## src/rtl/fifo_pixel_scanout.sv

```systemverilog
// VGA scanout: pops one RGB444 word per active pixel and drives registered RGB/sync pins.
// Latency 2 cycles from counter position to pins; no backpressure, an empty FIFO blanks the pixel.
module fifo_pixel_scanout #(
  parameter int BUS_WIDTH   = 12,
  parameter int H_ACTIVE    = 640,
  parameter int H_FRONT     = 16,
  parameter int H_SYNC      = 96,
  parameter int H_BACK      = 48,
  parameter int V_ACTIVE    = 480,
  parameter int V_FRONT     = 10,
  parameter int V_SYNC      = 2,
  parameter int V_BACK      = 33,
  parameter bit SYNC_ACTIVE = 1'b0
) (
  input  logic                 clock,
  input  logic                 reset,
  input  logic                 enable,
  input  logic [BUS_WIDTH-1:0] fifo_data,
  input  logic                 fifo_empty,
  output logic                 fifo_read,
  output logic [3:0]           red,
  output logic [3:0]           green,
  output logic [3:0]           blue,
  output logic                 hsync,
  output logic                 vsync,
  output logic                 frame_start,
  output logic                 underflow,
  output logic [15:0]          underflow_count
);

  localparam int H_TOTAL = H_ACTIVE + H_FRONT + H_SYNC + H_BACK;
  localparam int V_TOTAL = V_ACTIVE + V_FRONT + V_SYNC + V_BACK;
  // One spare bit so every window bound, including the total itself, fits.
  localparam int HW = $clog2(H_TOTAL + 1);
  localparam int VW = $clog2(V_TOTAL + 1);

  typedef enum logic [1:0] {
    ST_IDLE       = 2'd0,
    ST_WAIT_FRAME = 2'd1,
    ST_RUN        = 2'd2
  } state_t;

  state_t state_q, state_d;

  logic [HW-1:0] h_q, h_d;
  logic [VW-1:0] v_q, v_d;
  logic          h_last, v_last;
  logic          active, hs_win, vs_win;

  logic run, uf0, fs0;

  logic act1_q, act1_d;
  logic got1_q, got1_d;
  logic uf1_q, uf1_d;
  logic fs1_q, fs1_d;
  logic hs1_q, hs1_d;
  logic vs1_q, vs1_d;

  logic [BUS_WIDTH-1:0] rgb_q, rgb_d;
  logic                 hs_q, hs_d;
  logic                 vs_q, vs_d;
  logic                 fs_q, fs_d;
  logic                 uf_q, uf_d;
  logic [15:0]          cnt_q, cnt_d;

  always_comb begin
    h_last = (h_q == HW'(H_TOTAL - 1));
    v_last = (v_q == VW'(V_TOTAL - 1));
    h_d    = h_last ? '0 : h_q + HW'(1);
    v_d    = v_q;
    if (h_last) begin
      v_d = v_last ? '0 : v_q + VW'(1);
    end
  end

  always_comb begin
    active = (h_q < HW'(H_ACTIVE)) && (v_q < VW'(V_ACTIVE));
    hs_win = (h_q >= HW'(H_ACTIVE + H_FRONT)) && (h_q < HW'(H_ACTIVE + H_FRONT + H_SYNC));
    vs_win = (v_q >= VW'(V_ACTIVE + V_FRONT)) && (v_q < VW'(V_ACTIVE + V_FRONT + V_SYNC));
  end

  always_ff @(posedge clock) begin
    if (reset) begin
      state_q <= ST_IDLE;
    end else begin
      state_q <= state_d;
    end
  end

  // Dropping enable wins from any state, in the same cycle.
  always_comb begin
    state_d = state_q;
    if (!enable) begin
      state_d = ST_IDLE;
    end else begin
      case (state_q)
        ST_IDLE:       state_d = ST_WAIT_FRAME;
        ST_WAIT_FRAME: if (h_last && v_last) state_d = ST_RUN;
        ST_RUN:        state_d = ST_RUN;
        default:       state_d = ST_IDLE;
      endcase
    end
  end

  always_comb begin
    run       = (state_q == ST_RUN) && enable && !reset;
    fifo_read = run && active && !fifo_empty;
    uf0       = run && active && fifo_empty;
    fs0       = run && (h_q == '0) && (v_q == '0);
  end

  always_comb begin
    act1_d = active;
    got1_d = fifo_read;
    uf1_d  = uf0;
    fs1_d  = fs0;
    hs1_d  = hs_win ? SYNC_ACTIVE : ~SYNC_ACTIVE;
    vs1_d  = vs_win ? SYNC_ACTIVE : ~SYNC_ACTIVE;

    // fifo_data is only meaningful in the cycle after a pop.
    rgb_d = (got1_q && act1_q) ? fifo_data : '0;
    hs_d  = hs1_q;
    vs_d  = vs1_q;
    fs_d  = fs1_q;
    uf_d  = uf1_q;
    cnt_d = (uf1_q && (cnt_q != 16'hFFFF)) ? cnt_q + 16'd1 : cnt_q;
  end

  always_ff @(posedge clock) begin
    if (reset) begin
      h_q    <= '0;
      v_q    <= '0;
      act1_q <= 1'b0;
      got1_q <= 1'b0;
      uf1_q  <= 1'b0;
      fs1_q  <= 1'b0;
      hs1_q  <= ~SYNC_ACTIVE;
      vs1_q  <= ~SYNC_ACTIVE;
      rgb_q  <= '0;
      hs_q   <= ~SYNC_ACTIVE;
      vs_q   <= ~SYNC_ACTIVE;
      fs_q   <= 1'b0;
      uf_q   <= 1'b0;
      cnt_q  <= '0;
    end else begin
      h_q    <= h_d;
      v_q    <= v_d;
      act1_q <= act1_d;
      got1_q <= got1_d;
      uf1_q  <= uf1_d;
      fs1_q  <= fs1_d;
      hs1_q  <= hs1_d;
      vs1_q  <= vs1_d;
      rgb_q  <= rgb_d;
      hs_q   <= hs_d;
      vs_q   <= vs_d;
      fs_q   <= fs_d;
      uf_q   <= uf_d;
      cnt_q  <= cnt_d;
    end
  end

  assign red             = rgb_q[11:8];
  assign green           = rgb_q[7:4];
  assign blue            = rgb_q[3:0];
  assign hsync           = hs_q;
  assign vsync           = vs_q;
  assign frame_start     = fs_q;
  assign underflow       = uf_q;
  assign underflow_count = cnt_q;

endmodule

```

## config.mk

```make
export PLATFORM = sky130hd
export DESIGN_NAME = fifo_pixel_scanout
export DESIGN_NICKNAME = d
export VERILOG_FILES = /design/src/rtl/fifo_pixel_scanout.sv
export SDC_FILE = /design/constraint.sdc
export NUM_CORES = 1
export LEC_CHECK = 0
export CORE_MARGIN = 2
export CORE_UTILIZATION = 46
export CTS_CLUSTER_SIZE = 28
export DETAILED_ROUTE_END_ITERATION = 10
export MAX_ROUTING_LAYER = met4
export PLACE_DENSITY = 0.87
export SLEW_MARGIN = 20
export SYNTH_ARGS = -nofsm -noshare
export SYNTH_HDL_FRONTEND = slang
export SYNTH_SLANG_ARGS = --single-unit
```

## constraint.sdc

```tcl
create_clock -name clock -period 1.9 [get_ports clock]
set_input_delay 0.57 -clock clock [delete_from_list [all_inputs] [get_ports clock]]
set_output_delay 0.57 -clock clock [all_outputs]
set_load 0.05 [all_outputs]
```

# Word-level counts from Yosys, hierarchy flattened

Index checks and enable logic that the tools add are counted.

Register bits after elaboration: 60
Output and inout bits: 33
Logic and storage cells: 58

$add $sub $neg: 3
$lt $le $gt $ge: 6
Equality and inequality tests: 6
Muxes and demuxes: 5
Bitwise gates (word level): 2
Reductions and logical operators: 21

Operators by type and width:

| cell                  | count |
|---|---|
| $add 10x1->10 const B | 2 |
| $eq 10x10->1 const B  | 2 |
| $logic_not 10->1      | 2 |
| $lt 10x10->1 const B  | 2 |
| $lt 10x9->1 const B   | 2 |
| $add 16x1->16 const B | 1 |
| $ne 16x16->1 const B  | 1 |
| $logic_and 1x1->1     | 13 |
| $ge 10x10->1 const B  | 1 |
| $ge 10x9->1 const B   | 1 |
| $mux 10               | 1 |
| $pmux 2 s3            | 1 |
| $reduce_or 2->1       | 3 |
| $eq 2x1->1 const B    | 1 |
| $eq 2x2->1 const B    | 1 |
| $logic_not 1->1       | 2 |
| $logic_not 2->1       | 1 |
| $mux 1                | 2 |
| $mux 2                | 1 |
| $ne 2x2->1 const B    | 1 |
| $not 1->1             | 2 |

# Depth between registers and ports, before layout

Gate-level depths: netlist of run 1.

Word-level depth: 5
Mapped depth: 6
Mapped depth without buffers: 6

# Worst setup path after synthesis of run 1

OpenSTA, ideal clock, no wires.

Kind: input port to output port
Start point: input reset
End point: output fifo_read
Data arrival time: 1.773 ns
Path slack: -0.443 ns
Stages: 5
Path buffers: 1
Path through: clkbuf_1 nor2_1 and3_1 nand3_1 nor2_1

Word-level cells in the longest chain between the ends: 4

RTL lines:

| item                           | RTL line | RTL |
|---|---|---|
| start, declared                | 16       | `input logic reset,` |
| $logic_not 1->1                | 106      | `run = (state_q == ST_RUN) && enable && !reset;` |
| $logic_and 1x1->1              | 106      |  |
| $logic_and 1x1->1 (2 in a row) | 107      | `fifo_read = run && active && !fifo_empty;` |
| end, declared                  | 20       | `output logic fifo_read,` |

Every way passes these cells.

# Final worst setup path of run 1

Start point: register v_q[5]
End point: output fifo_read

Word-level cells in the longest chain between the ends: 4

RTL lines:

| item                           | RTL line | RTL |
|---|---|---|
| start, declared                | 46       | `logic [VW-1:0] v_q, v_d;` |
| start signal, assigned         | 147      | `v_q <= v_d;` |
| $lt 10x9->1                    | 77       | `active = (h_q < HW'(H_ACTIVE)) && (v_q < VW'(V_ACTIVE));` |
| $logic_and 1x1->1              | 77       |  |
| $logic_and 1x1->1 (2 in a row) | 107      |  |

Every way passes these cells.

==> reports/results.ini, run 1 <==
[critical_path]
start_kind=flop
regToRegEndpoint=v_q[7]
critPathCaptureType=output port
worstReg2RegStart=h_q[7]
worstSetupStartpoint=v_q[5]
cp.arrival_ns=1.37
worst-setup-path-type=reg -> out
cp_max_fo=2
reg2reg_depth=6
crit_required_ns=1.33
rrSetupSlack_ns=0.05

[clock_network]
cts_buffers=9
cts_buffer_depth=2
clkTransAtPathRegs_ns=0.07
clock_latency_ns=0.34
h-tree-depth=3
cts_tree=yes
cts-root-buf=clkbuf_8
clock_sinks=60

[worst_hold_path]
hold-path-endpoint=hsync
hold-path-cell-count=1
hp-class=reg -> reg
min-delay-start=hs1_q

[yosys]
synth_nets=312
synth-seq-cells=60
synth_area_um2=2610
avgSynthCellArea_um2=9.06
postSynth.asyncResetShare_pct=0
synth_top_cell_by_area=dfxtp_1
yosysTopAreaCellShare_pct=46.0
synth_edf_count=0
synth_cell_types=41
yosys-top-cells-area=dfxtp_1 (46%), nor2_1 (4.7%), ha_1 (3.8%)
synthCells=288
ys_warn_count=0
ys.flop_type=dfxtp_1
ys_seq_area_share_pct=46.0

[timing]
finalHoldWorstSlack_ns=0.431
rsz0062_at_grt=yes
worstMarginPinSlew_ns=0.431
fmaxAchievable_mhz=515
hold_viol_final=0
slew_headroom_pct=71.0
final.min_clock_period_ns=1.94
min_period_over_period_pct=102
setup_viol_count_final=1
setup_slack_ns=-0.0400
finalMaxSlewViolations=0
clock_skew_ns=0.00942

[die]
core-area_um2=5510
start_util_pct=47.4
die_w_um=79.3
fp-row-count=27
io_pins=49
dieArea_um2=6290
fp.dieH_um=79.3

[route]
wire_per_inst_um=13.3
drt_iter0_drc=93
ant_nets=0
routed_wl_um=5800
num_vias=2337
drc=0
firstDrtPassIters=4
vias_per_cell=5.35

[pwr]
power_density_nw_per_um2=734
p_leak_uw=0.00143
power_uw=2620
ir_worst_vdd_mv=0.365

[placement]
io_buffer_count=48
post-place-ws_ns=-0.430
hpwl_um=4080
numPlacedInstances=417
gp_routability_congestion=0.879

[global_route]
grt_pass1_vias=2127
grt_pass1_wl_um=9350
antenna_found_initial=0
grt_max_degree=36
grt_overflow=0
track_usage_pct=19.6

[finish]
register_area_um2=1240
drive_above_1_share_pct=32.1
final_util_pct=64.7
fin_nets=384
area_delta_synth_final_pct=36.5
antennaDiodeCount=0
fillCellCount=463
final_cell_mix=buf_4 (53), dfxtp_1 (40), nor2_1 (31)
layout_commonest_cell=buf_4
multi_input_area_um2=1400
fin_cells=437

[run_status]
status=finished, violations left
violations=setup timing

[run]
maxCapViolations=0

-- state kept, by name, summed over array words and instances (netlist names), 2 cells and up --
| name | flops |
|---|---|
| underflow_count | 16 |
| rgb_q | 12 |
| h_q | 10 |
| state_q | 2 |
| v_q | 10 |
-- worst max path at each step --
stage / end / slack [ns] / depth (start not counted)
after floorplan: fifo_read / -0.03 / 5
after global placement: fifo_read / -0.42 / 6
after detailed placement: fifo_read / -0.43 / 6
after CTS: fifo_read / -0.06 / 5
after global routing: fifo_read / -0.13 / 5
final: fifo_read / -0.04 / 5
-- logic make-up after synthesis --
family	after synthesis	share of synthesized area, %
muxes	11	4.60
DFF	60	46.0
and+or+nand+nor	140	29.4
buffers and inverters	22	3.16
xor gates and xnor gates	13	4.36
AOI/OAI and AO/OA	34	8.58
adders and majority gates	8	3.84
-- repair_timing --
action / CTS / global route
buffers inserted: 4 / 0
hold buffers: 0 / 0
hold endpoints to repair: 0 / 0
pin swaps: 4 / 0
setup endpoints to repair: 1 / 11
gates resized for setup: 15 / 8
-- layout make-up --
cell class | instances | area share [%]
clock buffers | 12 | 4.67
clock inverters | 4 | 1.51
well taps | 72 | 2.53
repair buffers | 69 | 15.8
multi-input cells | 206 | 39.3
flip-flops and latches | 60 | 34.8
inverters | 14 | 1.48
-- worst max-delay path, stage by stage, from the launching register on --
cell	delay, ns
dfxtp_4	0.34
nand4_1	0.13
and3_4	0.22
nand3_4	0.08
nor2_4	0.11
buf_12	0.14
-- Yosys cell counts (2+ instances only) --
library cell  count
a211oi_1          4
a21boi_0          2
a21oi_1          11
and2_1           12
and3_1            6
and4_1            4
clkbuf_1          7
dfxtp_1          60
ha_1              8
inv_1            14
mux2_2            8
mux2i_1           3
nand2_1          20
nand3_1          15
nand4_1          10
nor2_1           33
nor2b_1          13
nor3_1            5
nor4_1            6
o21ai_0           5
o311ai_0          2
o31ai_1           3
o41ai_1           2
or2_2             2
or3_1             2
or4_1             5
xnor2_1           6
xor2_1            7
-- report_power, final --
part           internal [µW]  switching [µW]
sequential              1260            8.22
clock                    726             514
combinational           55.6            51.2
total                   2040             574
-- per-stage QoR --
step | cell area [µm²] | TNS, ns
finish | 3560 | -0.0400
global route | 3560 | -0.146
CTS | 3530 | -0.0559
detailed placement | 3270 | -9.42
global placement | 3270 | -8.16
floorplan | 2690 | -0.0524
-- layer usage --
layer / vias up / track usage (%) / share of wire [%]
li1: 1163 / - / -
met1: 1091 / 21.4 / 41
met2: 67 / 33.6 / 51
met3: 16 / 5.80 / 5.8
met4: 0 / 7.59 / 1.8
met5: - / - / 0
(Power assumes the default switching activity.)
==> run 2: changes to the inputs <==
==> constraint.sdc (replaced) <==
create_clock -name clock -period 1.9 [get_ports clock]
set_input_delay 0.38 -clock clock [delete_from_list [all_inputs] [get_ports clock]]
set_output_delay 0.38 -clock clock [all_outputs]
set_load 0.05 [all_outputs]
==> run 2 against run 1 <==
The run now ends clean. Non-clock buffer count shrank 3. Maximum frequency grew 4.9%. First-iteration DRC count grew 44%. Largest cell class unchanged. Routed wire length grew 4.3%. Power shrank 8.3%.
==> reports/results.ini, run 2 (synthesis gave the netlist of run 1 again) <==
[run_status]
status=complete, no violations

[critical_path]
path_cells=and4_4 -> or4b_4 -> or4_1 -> a21oi_2
cp_slowest_cell=or4_1
critPathCaptureType=flop
start_kind=flop
crit_required_ns=2.17
worst-setup-path-type=reg -> reg
slowest_delay_ns=0.51
cp_max_fo=7
cp.arrival_ns=2.12

[global_route]
grt_pass1_vias=2183
grt_max_degree=36
use_met3_pct=7.39
grt_pass1_wl_um=9850
top_usage_layer=met2
grt_util_met2_pct=33.4
antenna_found_initial=0
grt_overflow=0
track_usage_pct=20.7
use_met1_pct=23.6

[clock_network]
clock_sinks=60
cts-root-buf=clkbuf_8
h-tree-depth=3
cts_buffer_depth=2
cts_buffers=9
clkTransAtPathRegs_ns=0.07
hold_buffers=0
cts_tree=yes
clock_latency_ns=0.34

[finish]
final_area_um2=3530
fin_nets=381
fillCellCount=420
largest_reg_flops=16
final_util_pct=64.2
final_cell_mix=dfxtp_1 (42), nor2_1 (31), clkdlybuf4s50_1 (28)
area_delta_synth_final_pct=35.4
drive_above_1_share_pct=23.2
layout_commonest_cell=dfxtp_1
antennaDiodeCount=0
register_area_um2=1230
multi_input_area_um2=1380

[route]
vias_per_cell=5.42
routed_wl_um=6050
wire_per_inst_um=13.9
ant_nets=0
drt_iter0_drc=134
firstDrtPassIters=4
num_vias=2354
drc=0

[placement]
io_buffer_count=48
gp_routability_congestion=0.904
hpwl_um=4330
dpl_cell_area_um2=3300

[timing]
worstMarginPinSlew_ns=0.517
slew_headroom_pct=65.4
hold_viol_final=0
fmaxAchievable_mhz=541
rsz0062_at_grt=no
setup_viol_count_final=0
min_period_over_period_pct=97.3
finalMaxSlewViolations=0
final.min_clock_period_ns=1.85
clock_skew_ns=0.0118

[pwr]
power_uw=2400
power_density_nw_per_um2=679
p_leak_uw=0.00142
ir_worst_vdd_mv=0.422

[die]
dieArea_um2=6290
io_pins=49
core-area_um2=5510
start_util_pct=47.4
fp.dieH_um=79.3
die_w_um=79.3
fp-row-count=27

[worst_hold_path]
hp-class=reg -> reg

[run]
maxCapViolations=0

run 2: power breakdown:
part | leakage [µW] | internal (µW) | switching, µW | total [µW]
Combinational | 0.000853 | 55.8 | 51.2 | 107
Clock | 0.0000739 | 473 | 544 | 1020
Sequential | 0.000494 | 1270 | 8.93 | 1270
Total | 0.00142 | 1790 | 605 | 2400
run 2: metrics by stage:
stage | setup TNS (ns) | instances | worst slack, ns | hold slack (ns)
after floorplan | -0.0196 | 288 | -0.0172 | 0.389
after global placement | -0.625 | 417 | -0.0829 | 0.403
after detailed placement | -1.36 | 417 | -0.105 | 0.401
after CTS | 0 | 433 | 0.00652 | 0.421
after global routing | 0 | 434 | 0.00327 | 0.433
final | 0 | 434 | 0.0507 | 0.416
run 2: cell type report:
type,instances,share of cell area [%]
Timing Repair Buffer,66,17.2
Sequential cell,60,34.7
Clock inverter,7,1.45
Multi-Input combinational cell,206,39.2
Inverter,14,1.49
Tap cell,72,2.55
Clock buffer,9,3.50
run 2: critical path, delay by kind of cell, from the launching register on:
family / cells / cell delay [ns]
AND/OR/NAND/NOR: 3 / 1.25
flip-flops: 1 / 0.38
AO/OA/AOI/OAI: 1 / 0.15
run 2: layer usage:
layer	wire [µm]	vias to the layer above	part of all wire, %
li1	-	1157	-
met1	2600	1112	43
met2	3020	74	50
met3	328	11	5.4
met4	97	0	1.6
met5	0	-	0
run 2: final timing paths:
path / startpoint / end / slack [ns] / cells after the start
hold / removal: vs1_q / vsync / 0.42 / 1
setup reg to reg: underflow_count[2] / underflow_count[13] / 0.05 / 4
setup / recovery: underflow_count[2] / underflow_count[13] / 0.05 / 4
hold reg to reg: vs1_q / vsync / 0.42 / 1
run 2: what timing repair did:
item                       CTS  global route
resized for setup           17            14
setup endpoints to repair   11            18
pin swaps                    2             3
hold endpoints to repair     0             0
buffers inserted             0             1
==> run 3: changes to the inputs <==
SLEW_MARGIN = not set   (was 20)
==> results of run 3 <==
No change in the layout: final DEF, timing and power equal those of run 2.
